File: src/rtl/regdump_pkg.sv
// Shared types and constants for the register dump transmitter.
package regdump_pkg;

  // Frame sequencing states
  typedef enum logic [2:0] {
    ST_IDLE   = 3'd0,
    ST_HEADER = 3'd1,
    ST_DATA   = 3'd2,
    ST_CSUM   = 3'd3,
    ST_DONE   = 3'd4
  } state_e;

  // Sync byte that opens every frame
  localparam logic [7:0] HEADER_BYTE = 8'hA5;

endpackage : regdump_pkg

File: src/rtl/regdump_tx.sv
// Register dump transmitter: on start, snapshots the register file and
// streams it out as a byte frame (header, MSB-first register bytes, XOR
// checksum) over a valid/ready byte interface.
module regdump_tx
  import regdump_pkg::*;
#(
  parameter int WIDTH         = 32,
  parameter int LOG2_NUM_REGS = 4
) (
  input  logic             clk,
  input  logic             rst,
  input  logic             start,
  input  logic [WIDTH-1:0] debug_regs [2**LOG2_NUM_REGS],
  output logic [7:0]       tx_data,
  output logic             tx_valid,
  input  logic             tx_ready,
  output logic             busy,
  output logic             done
);

  localparam int unsigned NUM_REGS = 2**LOG2_NUM_REGS;
  localparam int unsigned BYTES    = WIDTH / 8;
  localparam int unsigned BW       = (BYTES > 1) ? $clog2(BYTES) : 1;

  localparam logic [LOG2_NUM_REGS-1:0] LAST_REG  = '1;
  localparam logic [BW-1:0]            LAST_BYTE = BW'(BYTES - 1);

  state_e                   state_q, state_d;
  logic [LOG2_NUM_REGS-1:0] reg_idx_q, reg_idx_d;
  logic [BW-1:0]            byte_idx_q, byte_idx_d;
  logic [7:0]               csum_q, csum_d;
  logic [WIDTH-1:0]         snap_q [NUM_REGS];
  logic [WIDTH-1:0]         snap_d [NUM_REGS];

  logic                     accept;
  logic                     xfer;
  logic                     last_data;
  logic [WIDTH-1:0]         cur_word;
  logic [BW-1:0]            byte_sel;
  logic [7:0]               data_byte;

  assign accept    = (state_q == ST_IDLE) && start;
  assign xfer      = tx_valid && tx_ready;
  assign last_data = (reg_idx_q == LAST_REG) && (byte_idx_q == LAST_BYTE);

  // Select the current data byte from the snapshot, most-significant first
  always_comb begin
    cur_word  = snap_q[reg_idx_q];
    byte_sel  = LAST_BYTE - byte_idx_q;
    data_byte = cur_word[{byte_sel, 3'b000} +: 8];
  end

  // Output decode: everything is a function of state, so it is stable under backpressure
  always_comb begin
    tx_valid = 1'b0;
    tx_data  = '0;
    busy     = 1'b0;
    done     = 1'b0;
    case (state_q)
      ST_HEADER: begin
        tx_valid = 1'b1;
        tx_data  = HEADER_BYTE;
        busy     = 1'b1;
      end
      ST_DATA: begin
        tx_valid = 1'b1;
        tx_data  = data_byte;
        busy     = 1'b1;
      end
      ST_CSUM: begin
        tx_valid = 1'b1;
        tx_data  = csum_q;
        busy     = 1'b1;
      end
      ST_DONE: begin
        done = 1'b1;
      end
      default: ;
    endcase
  end

  // Next-state, counter and checksum logic
  always_comb begin
    state_d    = state_q;
    reg_idx_d  = reg_idx_q;
    byte_idx_d = byte_idx_q;
    csum_d     = csum_q;
    case (state_q)
      ST_IDLE: begin
        if (start) begin
          state_d    = ST_HEADER;
          reg_idx_d  = '0;
          byte_idx_d = '0;
          csum_d     = '0;
        end
      end
      ST_HEADER: begin
        if (xfer) state_d = ST_DATA;
      end
      ST_DATA: begin
        if (xfer) begin
          csum_d = csum_q ^ data_byte;
          // Byte counter wraps into a register step; on the last byte both return to 0
          if (byte_idx_q == LAST_BYTE) begin
            byte_idx_d = '0;
            reg_idx_d  = reg_idx_q + LOG2_NUM_REGS'(1);
          end else begin
            byte_idx_d = byte_idx_q + BW'(1);
          end
          if (last_data) state_d = ST_CSUM;
        end
      end
      ST_CSUM: begin
        if (xfer) state_d = ST_DONE;
      end
      ST_DONE: begin
        state_d = ST_IDLE;
      end
      default: begin
        state_d = ST_IDLE;
      end
    endcase
  end

  // Snapshot capture on start acceptance
  always_comb begin
    snap_d = snap_q;
    if (accept) snap_d = debug_regs;
  end

  // Control state registers
  always_ff @(posedge clk or posedge rst) begin
    if (rst) begin
      state_q    <= ST_IDLE;
      reg_idx_q  <= '0;
      byte_idx_q <= '0;
      csum_q     <= '0;
    end else begin
      state_q    <= state_d;
      reg_idx_q  <= reg_idx_d;
      byte_idx_q <= byte_idx_d;
      csum_q     <= csum_d;
    end
  end

  // Snapshot storage; contents are irrelevant until the next accepted start
  always_ff @(posedge clk) begin
    snap_q <= snap_d;
  end

endmodule : regdump_tx

File: config.mk
export PLATFORM = sky130hd
export DESIGN_NAME = regdump_tx
export DESIGN_NICKNAME = d
export VERILOG_FILES = /design/src/rtl/regdump_pkg.sv /design/src/rtl/regdump_tx.sv
export SDC_FILE = /design/constraint.sdc
export NUM_CORES = 1
export LEC_CHECK = 0
export CAP_MARGIN = 30
export CORE_ASPECT_RATIO = 1.25
export CORE_UTILIZATION = 45
export DETAILED_ROUTE_END_ITERATION = 12
export GPL_ROUTABILITY_DRIVEN = 0
export PLACE_DENSITY = 0.74
export SLEW_MARGIN = 10
export SYNTH_ARGS = -nofsm -noshare
export SYNTH_HDL_FRONTEND = slang
export SYNTH_SLANG_ARGS = --single-unit
File: constraint.sdc
create_clock -name clk -period 16.95 [get_ports clk]
set_input_delay 2.5425 -clock clk [delete_from_list [all_inputs] [get_ports clk]]
set_output_delay 2.5425 -clock clk [all_outputs]
set_load 0.01 [all_outputs]
==> impl_metrics.env, run 1 <==
export IMPL_holdCritStartpoint="csum_q[4]$_DFFE_PP0P_"
export IMPL_dieArea_sq_mm=0.0477
export IMPL_rsz0062_at_grt="false"
export IMPL_start_util_pct=45.6
export IMPL_yosysUniqueCellTypes=49
export IMPL_hold_viol=0
export IMPL_hold_class="reg2reg"
export IMPL_ant_nets=0
export IMPL_netlist_top_cells_area="edfxtp_1 73%, mux2i_1 9.9%, a22oi_1 2.7%"
export IMPL_relSlewSlack_pct=23.8
export IMPL_path_max_fanout=51
export IMPL_cts_root_buf="clkbuf_16"
export IMPL_finClkSkew_ps=22.4
export IMPL_wl_mm=59.0
export IMPL_avgSynthCellArea_sq_um=17.4
export IMPL_multiInputGateArea_sq_mm=0.00479
export IMPL_fin_cells=2389
export IMPL_die_y_um=244
export IMPL_area_growth_pct=37.2
export IMPL_vias=12999
export IMPL_drc_errors=0
export IMPL_final_layout_size_suffix_gt1_share_pct=8.18
export IMPL_cts_htree_levels=2
export IMPL_setup_ws_ps=9680
export IMPL_grt_pass1_wl_mm=85.0
export IMPL_peakVddDrop_mv=0.0923
export IMPL_powerDensity_mw_per_mm2=154
export IMPL_async_flop_share_pct=3.21
export IMPL_ys_seq_elements=529
export IMPL_status="complete, no violations"
export IMPL_synthTopCellsByCount="512 x edfxtp_1, 208 x mux2i_1, 78 x nand2_1"
export IMPL_cts_made_buffers=52
export IMPL_period_minus_slack_ps=7270
export IMPL_wl_per_cell_um=24.7
export IMPL_critical_path_class="reg2out"
export IMPL_crit_required_ps=14410
export IMPL_synth_edf_count=512
export IMPL_core_area_sq_mm=0.0461
export IMPL_numPlacedInstances=2271
export IMPL_clk_latency_ps=600
export IMPL_grt_ovfl_total=0
export IMPL_rows=88
export IMPL_ctsResizeCount=0
export IMPL_hpwlAfterDp_mm=42.4
export IMPL_synth_top_area_share_pct=73.0
export IMPL_dr_pass1_iters=5
export IMPL_fin_tns_setup_ps=0
export IMPL_post_cts_setup_buffers=0
export IMPL_io_pins=527
export IMPL_dp_slack_ps=10320
export IMPL_cts_tree="yes"
export IMPL_startpoint_type="flop"
export IMPL_cts_hold_buf=0
export IMPL_grt_pass1_vias=13885
export IMPL_synth_most_common_cell="edfxtp_1"
export IMPL_clockBufferDepth=3
export IMPL_grt_max_degree=191
export IMPL_finalPower_mw=4.45
export IMPL_crit_start="reg_idx_q[2]$_DFFE_PP0P_"
export IMPL_die_w_um=195
export IMPL_portBuffers=526
export IMPL_setup_viol_count_final=0
export IMPL_fmax_mhz=138
export IMPL_synth_ff_type="edfxtp_1"
export IMPL_yosysSeqAreaShare_pct=75.0
export IMPL_r2r_start="state_q[1]$_DFFE_PP0P_"
export IMPL_holdWs_ps=545
export IMPL_drv_cap=0
export IMPL_maxSlewViolCount=0
export IMPL_path_clk_slew_ps=70
export IMPL_synth_top_area_cell="edfxtp_1"
export IMPL_power_leakage_nw=9.68
export IMPL_fillers=3331
export IMPL_cts_sinks=529
export IMPL_tightest_slew_ps=1140
export IMPL_finalCritPeriodShare_pct=42.9
export IMPL_syn_inst=1209
export IMPL_syn_area_sq_mm=0.0211
export IMPL_grt_total_usage_pct=24.5
export IMPL_grt_antenna_before_repair=21
export IMPL_arrival_ps=4730
export IMPL_critPathCaptureType="output pin"
export IMPL_vias_per_cell=5.44
export IMPL_drtIter0Drc=910
export IMPL_synth_net_count=1727
export IMPL_yosysWarnings=0
export IMPL_regArea_sq_mm=0.0158
export IMPL_nNetsFinal=2259
[worst paths after layout]
kind	to	slack [ps]	cells after the start
max	tx_data[2]	9680	9
min	csum_q[4]$_DFFE_PP0P_	550	2
max reg2reg	snap_q[247]$_DFFE_PP_	13070	6
min reg2reg	csum_q[4]$_DFFE_PP0P_	550	2
max in group asynchronous	reg_idx_q[2]$_DFFE_PP0P_	13910	2
min in group asynchronous	reg_idx_q[3]$_DFFE_PP0P_	2430	2
[power breakdown]
group	total, mW	internal, mW	switching, mW
combinational	1.24	0.486	0.758
clock	1.33	0.826	0.505
sequential	1.87	1.76	0.110
total	4.45	3.08	1.37
[layout by cell type, fill, tap and decap left out, types with 7 or more instances in the layout]
cell type,instances
diode_2,19
nor3_1,8
o21ai_1,9
clkinv_1,10
clkinv_2,7
dfrtp_1,16
nand4_1,13
mux4_2,15
o31ai_2,7
edfxtp_1,512
nor2b_1,9
nand2_1,78
mux2i_1,208
a22oi_1,75
mux2_2,8
nand3_1,46
clkbuf_16,54
o22ai_1,9
o21ai_0,15
clkdlybuf4s50_1,526
a211oi_1,8
o31ai_1,7
a21oi_1,26
bufinv_16,16
buf_4,12
nor2_1,14
[stage by stage]
stage	util, %	instance area [sq um]
6_report	62.6	28900
5_1_grt	62.6	28900
4_1_cts	62.5	28800
3_5_place_dp	58.1	26800
3_3_place_gp	57.9	26700
2_1_floorplan	-	21100
[cell families after synthesis]
| family | after synthesis | synth area share (%) |
|---|---|---|
| adders and majority gates | 2 | 0.119 |
| DFF | 529 | 75.0 |
| buffers and inverters | 73 | 2.35 |
| AOI/OAI and AO/OA | 177 | 5.95 |
| and+or+nand+nor | 193 | 4.37 |
| muxes | 232 | 12.0 |
| xor gates and xnor gates | 3 | 0.125 |
[critical path, stage by stage (launching register included)]
cell and delay [ps]:
dfrtp_4 840, buf_12 320, buf_4 720, mux2i_1 170
a22oi_1 350, nand3_1 180, o31ai_2 150, nor3_1 80
o31ai_1 540, clkdlybuf4s50_1 710
[per-layer routing]
| layer | track usage (%) | share of wire, % |
|---|---|---|
| met4 | 11.2 | 4.1 |
| met3 | 5.19 | 7.0 |
| met1 | 28.3 | 37 |
| met2 | 43.3 | 52 |
| met5 | 0 | 0.039 |
[final cells by class]
type                            count  share of cell area, %
Sequential cell                   529                   54.7
Timing Repair Buffer              544                   19.0
Multi-Input combinational cell    607                   16.6
Clock buffer                       56                   4.70
Tap cell                          585                   2.53
Clock inverter                     42                   2.20
Antenna cell                       19                  0.165
Inverter                            7                  0.117
[flip-flops by register name, summed over array words and instances (netlist names)]
signal	cells
byte_idx_q	2
snap_q	512
csum_q	8
state_q	3
reg_idx_q	4
No activity file was read; power rests on OpenSTA's default activity.
==> run 2, diff against run 1 <==
==> constraint.sdc (replaced) <==
create_clock -name clk -period 5.95 [get_ports clk]
set_input_delay 0.8925 -clock clk [delete_from_list [all_inputs] [get_ports clk]]
set_output_delay 0.8925 -clock clk [all_outputs]
set_load 0.01 [all_outputs]
==> impl_metrics.env, run 2 (synthesis gave the netlist of run 1 again) <==
export IMPL_status="complete, no violations"
export IMPL_hold_viol=0
export IMPL_regToRegSetupSlack_ps=2680
export IMPL_final_layout_size_suffix_gt1_share_pct=7.10
export IMPL_core_area_sq_mm=0.0461
export IMPL_largest_reg_flops=512
export IMPL_nNetsFinal=2256
export IMPL_cts_sinks=529
export IMPL_cp_cell_sequence="nor2_4 -> buf_4 -> a22oi_1 -> nand3_1 -> nand4_1 -> nor2_1 -> o31ai_1 -> clkdlybuf4s50_1"
export IMPL_path_max_fanout=29
export IMPL_startpoint_type="flop"
export IMPL_grt_antenna_before_repair=19
export IMPL_die_y_um=244
export IMPL_ctsResizeCount=0
export IMPL_critPathCaptureType="output pin"
export IMPL_powerDensity_mw_per_mm2=420
export IMPL_wl_per_cell_um=25.2
export IMPL_period_minus_slack_ps=4900
export IMPL_relSlewSlack_pct=30.8
export IMPL_layout_commonest_cell="clkdlybuf4s50_1"
export IMPL_fin_util_pct=61.6
export IMPL_vias_per_cell=5.45
export IMPL_drc_errors=0
export IMPL_critPathSlowestCell="nor2_4"
export IMPL_final_cell_mix="526 x clkdlybuf4s50_1, 512 x edfxtp_1, 208 x mux2i_1"
export IMPL_die_w_um=195
export IMPL_crit_required_ps=5060
export IMPL_wl_mm=59.9
export IMPL_area_growth_pct=35.0
export IMPL_path_clk_slew_ps=70
export IMPL_cts_tree="yes"
export IMPL_cts_root_buf="clkbuf_16"
export IMPL_reg_top3="snap_q: 512 flops, csum_q: 8 flops, reg_idx_q: 4 flops"
export IMPL_portBuffers=526
export IMPL_io_pins=527
export IMPL_grt_total_usage_pct=24.6
export IMPL_vias=12962
export IMPL_max_stage_delay_ps=790
export IMPL_cts_htree_levels=2
export IMPL_peakVddDrop_mv=0.254
export IMPL_hold_class="reg2reg"
export IMPL_arrival_ps=4000
export IMPL_ant_nets=0
export IMPL_power_leakage_nw=9.45
export IMPL_finClkSkew_ps=20.9
export IMPL_clk_latency_ps=590
export IMPL_rsz0062_at_grt="false"
export IMPL_finalCritPeriodShare_pct=82.3
export IMPL_maxSlewViolCount=0
export IMPL_drv_cap=0
export IMPL_hpwlAfterDp_mm=43.5
export IMPL_clockBufferDepth=3
export IMPL_path_buf_inv=2
export IMPL_post_cts_setup_buffers=0
export IMPL_critical_path_class="reg2out"
export IMPL_tightest_slew_ps=1040
export IMPL_grt_pass1_wl_mm=85.1
export IMPL_drtIter0Drc=861
export IMPL_cts_made_buffers=51
export IMPL_start_util_pct=45.6
export IMPL_grt_max_degree=170
export IMPL_fin_tns_setup_ps=0
export IMPL_dr_pass1_iters=6
export IMPL_fmax_mhz=204
export IMPL_path_delay_family="simple AND/OR/NAND/NOR gates"
export IMPL_cts_hold_buf=0
export IMPL_setup_viol_count_final=0
export IMPL_rows=88
export IMPL_grt_ovfl_total=0
export IMPL_largest_register="snap_q"
export IMPL_grt_pass1_vias=13687
export IMPL_dieArea_sq_mm=0.0477
## run 2: cell count changes in the layout (fill, tap and decap cells not counted), sizes merged
cell / before / now
buf: 18 / 16
bufinv: 16 / 3
clkbuf: 56 / 60
diode: 19 / 18
## run 2: tightest hold or removal path, cell delays in order, from the launching register on
cell and delay [ps]:
dfrtp_1 370, nand4_1 80, nand2_1 60
## run 2: cell type report
type                            instances  area, sq um
Fill cell                            3371        17700
Inverter                                7         33.8
Clock inverter                         29          231
Multi-Input combinational cell        607         4790
Sequential cell                       529        15800
Tap cell                              585          732
Clock buffer                           60         1310
Timing Repair Buffer                  542         5490
Antenna cell                           18         45.0
## run 2: worst paths after layout
check,start,endpoint,cells after the start
max,reg_idx_q[0]$_DFFE_PP0P_,tx_data[5],8
min,csum_q[2]$_DFFE_PP0P_,csum_q[2]$_DFFE_PP0P_,2
max reg2reg,state_q[1]$_DFFE_PP0P_,csum_q[2]$_DFFE_PP0P_,8
min reg2reg,csum_q[2]$_DFFE_PP0P_,csum_q[2]$_DFFE_PP0P_,2
max in group asynchronous,rst,reg_idx_q[2]$_DFFE_PP0P_,2
min in group asynchronous,rst,reg_idx_q[3]$_DFFE_PP0P_,2
## run 2: where the power goes
| group | internal, mW | switching, mW |
|---|---|---|
| clock | 1.70 | 1.36 |
| sequential | 5.02 | 0.341 |
| combinational | 1.38 | 2.15 |
| total | 8.10 | 3.85 |
## run 2: layer usage
metal | track usage (%) | vias to the layer above | wire length [um]
met5 | 0 | - | 31
met3 | 4.98 | 114 | 3970
li1 | - | 5887 | -
met2 | 43.7 | 545 | 31600
met4 | 10.8 | 4 | 2100
met1 | 28.8 | 6412 | 22200
## run 2: metrics by stage
| stage | power (mW) | cells | worst slack [ps] | hold WS (ps) | area (sq um) |
|---|---|---|---|---|---|
| after global placement | 8.86 | 2269 | 1720 | 506 | 26800 |
| after floorplan | 7.63 | 1209 | 484 | 491 | 21100 |
| after CTS | 12.0 | 2359 | 1010 | 539 | 28400 |
| after global routing | 12.4 | 2377 | 886 | 570 | 28400 |
| final | 11.9 | 2377 | 1050 | 539 | 28400 |
| after detailed placement | 8.98 | 2270 | 1640 | 524 | 26800 |
==> run 3, diff against run 2 <==
--- a/config.mk
+++ b/config.mk
@@ -7,10 +7,10 @@
 export LEC_CHECK = 0
 export CAP_MARGIN = 30
 export CORE_ASPECT_RATIO = 1.25
-export CORE_UTILIZATION = 45
+export CORE_UTILIZATION = 49
 export DETAILED_ROUTE_END_ITERATION = 12
 export GPL_ROUTABILITY_DRIVEN = 0
-export PLACE_DENSITY = 0.74
+export PLACE_DENSITY = 0.77
 export SLEW_MARGIN = 10
 export SYNTH_ARGS = -nofsm -noshare
 export SYNTH_HDL_FRONTEND = slang
==> constraint.sdc (replaced) <==
create_clock -name clk -period 4.7 [get_ports clk]
set_input_delay 0.705 -clock clk [delete_from_list [all_inputs] [get_ports clk]]
set_output_delay 0.705 -clock clk [all_outputs]
set_load 0.01 [all_outputs]
==> impl_metrics.env, run 3 (synthesis gave the netlist of run 1 again) <==
export IMPL_vias=13117
export IMPL_cts_root_buf="clkbuf_16"
export IMPL_internal_power_mw=10.4
export IMPL_vias_per_cell=5.56
export IMPL_ant_nets=0
export IMPL_maxSlewViolCount=0
export IMPL_tightest_slew_ps=979
export IMPL_hpwlAfterDp_mm=42.9
export IMPL_path_buf_inv=1
export IMPL_layout_commonest_cell="clkdlybuf4s50_1"
export IMPL_status="complete, no violations"
export IMPL_cts_hold_buf=0
export IMPL_max_stage_delay_ps=850
export IMPL_critPathSlowestCell="and2_2"
export IMPL_wl_mm=58.8
export IMPL_cp_cell_sequence="and2_2 -> a22oi_1 -> nand3_1 -> o31ai_2 -> nor3_1 -> o31ai_1 -> clkdlybuf4s50_1"
export IMPL_cts_sinks=529
export IMPL_dr_pass1_iters=6
export IMPL_fmax_mhz=226
export IMPL_critical_path_class="reg2out"
export IMPL_ctsResizeCount=0
export IMPL_p_seq_share_pct=44.3
export IMPL_fin_tns_setup_ps=0
export IMPL_final_cell_mix="526 x clkdlybuf4s50_1, 512 x edfxtp_1, 208 x mux2i_1"
export IMPL_grt_total_usage_pct=26.1
export IMPL_wl_per_cell_um=24.9
export IMPL_p_switching_mw=4.81
export IMPL_path_delay_family="simple AND/OR/NAND/NOR gates"
export IMPL_peakVddDrop_mv=0.416
export IMPL_finalCritPeriodShare_pct=94.2
export IMPL_nNetsFinal=2265
export IMPL_grt_pass1_wl_mm=83.6
export IMPL_drc_errors=0
export IMPL_clockBufferDepth=3
export IMPL_die_w_um=187
export IMPL_clk_latency_ps=570
export IMPL_arrival_ps=3720
export IMPL_die_y_um=234
export IMPL_clockPowerShare_pct=25.9
export IMPL_multiInputGateArea_sq_mm=0.00479
export IMPL_fin_util_pct=67.5
export IMPL_area_growth_pct=35.5
export IMPL_p_comb_share_pct=29.7
export IMPL_portBuffers=526
export IMPL_period_minus_slack_ps=4430
export IMPL_reg_top3="snap_q: 512 flops, csum_q: 8 flops, reg_idx_q: 4 flops"
export IMPL_drtIter0Drc=1307
export IMPL_crit_required_ps=3990
export IMPL_hold_class="reg2reg"
export IMPL_path_clk_slew_ps=70
export IMPL_grt_antenna_before_repair=15
export IMPL_finClkSkew_ps=17.8
export IMPL_path_max_fanout=36
export IMPL_grt_ovfl_total=0
export IMPL_start_util_pct=49.8
export IMPL_drv_cap=0
export IMPL_final_layout_size_suffix_gt1_share_pct=7.78
export IMPL_setup_viol_count_final=0
export IMPL_core_area_sq_mm=0.0423
export IMPL_largest_reg_flops=512
export IMPL_rows=84
export IMPL_swShare_pct=31.7
export IMPL_finalPower_mw=15.2
export IMPL_cts_htree_levels=2
export IMPL_cts_tree="yes"
export IMPL_power_leakage_nw=9.53
export IMPL_hold_viol=0
export IMPL_rsz0062_at_grt="false"
export IMPL_io_pins=527
export IMPL_grt_pass1_vias=13569
export IMPL_cts_made_buffers=50
export IMPL_dieArea_sq_mm=0.0438
export IMPL_critPathCaptureType="output pin"
export IMPL_powerDensity_mw_per_mm2=532
export IMPL_grt_max_degree=173
export IMPL_startpoint_type="flop"
export IMPL_regArea_sq_mm=0.0158
export IMPL_post_cts_setup_buffers=0
export IMPL_relSlewSlack_pct=34.8
export IMPL_fillers=2878
export IMPL_largest_register="snap_q"
==> run 3: cell count changes in the layout (fill, tap and decap cells not counted), sizes merged <==
cell,previous run,this run
inv,9,7
clkinv,19,20
buf,16,26
diode,18,13
clkbuf,60,63
==> run 3: worst paths after layout <==
check	start	to	slack, ps	depth (start not counted)
max	reg_idx_q[0]$_DFFE_PP0P_	tx_data[6]	270	7
min	csum_q[5]$_DFFE_PP0P_	csum_q[5]$_DFFE_PP0P_	540	2
max reg2reg	reg_idx_q[0]$_DFFE_PP0P_	csum_q[6]$_DFFE_PP0P_	1880	7
min reg2reg	csum_q[5]$_DFFE_PP0P_	csum_q[5]$_DFFE_PP0P_	540	2
max in group asynchronous	rst	reg_idx_q[2]$_DFFE_PP0P_	3530	2
min in group asynchronous	rst	byte_idx_q[0]$_DFFE_PP0P_	590	2
==> run 3: layout make-up <==
| class | count | area share (%) |
|---|---|---|
| Clock inverter | 28 | 0.820 |
| Timing Repair Buffer | 552 | 19.6 |
| Inverter | 7 | 0.118 |
| Clock buffer | 63 | 4.78 |
| Multi-Input combinational cell | 607 | 16.8 |
| Antenna cell | 13 | 0.114 |
| Tap cell | 559 | 2.45 |
| Sequential cell | 529 | 55.4 |
==> run 3: power groups by stage <==
stage          sequential, mW  clock, mW  combinational, mW
2_1_floorplan            6.71          0               2.85
3_3_place_gp             6.77          0               4.43
3_5_place_dp             6.81          0               4.51
4_1_cts                  6.72       4.00               4.52
5_1_grt                  6.80       4.16               4.81
6_report                 6.73       3.94               4.52
==> run 3: layer usage <==
| metal | GRT usage [%] | vias up | routed length, um |
|---|---|---|---|
| li1 | - | 5903 | - |
| met1 | 31.0 | 6466 | 21100 |
| met2 | 47.0 | 642 | 30900 |
| met3 | 5.22 | 104 | 4710 |
| met4 | 9.91 | 2 | 2010 |
| met5 | 0 | - | 13 |
==> run 3: worst register-to-register path: stages (launching register included) <==
cell,delay (ps)
dfrtp_1,650
and2_2,850
a22oi_1,390
nand3_1,290
o31ai_2,110
o21bai_1,210
a211o_1,150
nand2_1,50
==> run 3: per-stage QoR <==
stage | worst slack, ps | std cells | hold WS, ps | instance area [sq um]
2_1_floorplan | 990 | 1209 | 491 | 21100
3_3_place_gp | 989 | 2254 | 510 | 26900
3_5_place_dp | 893 | 2254 | 523 | 26900
4_1_cts | 270 | 2345 | 538 | 28500
5_1_grt | 74.6 | 2357 | 578 | 28500
6_report | 273 | 2358 | 537 | 28500
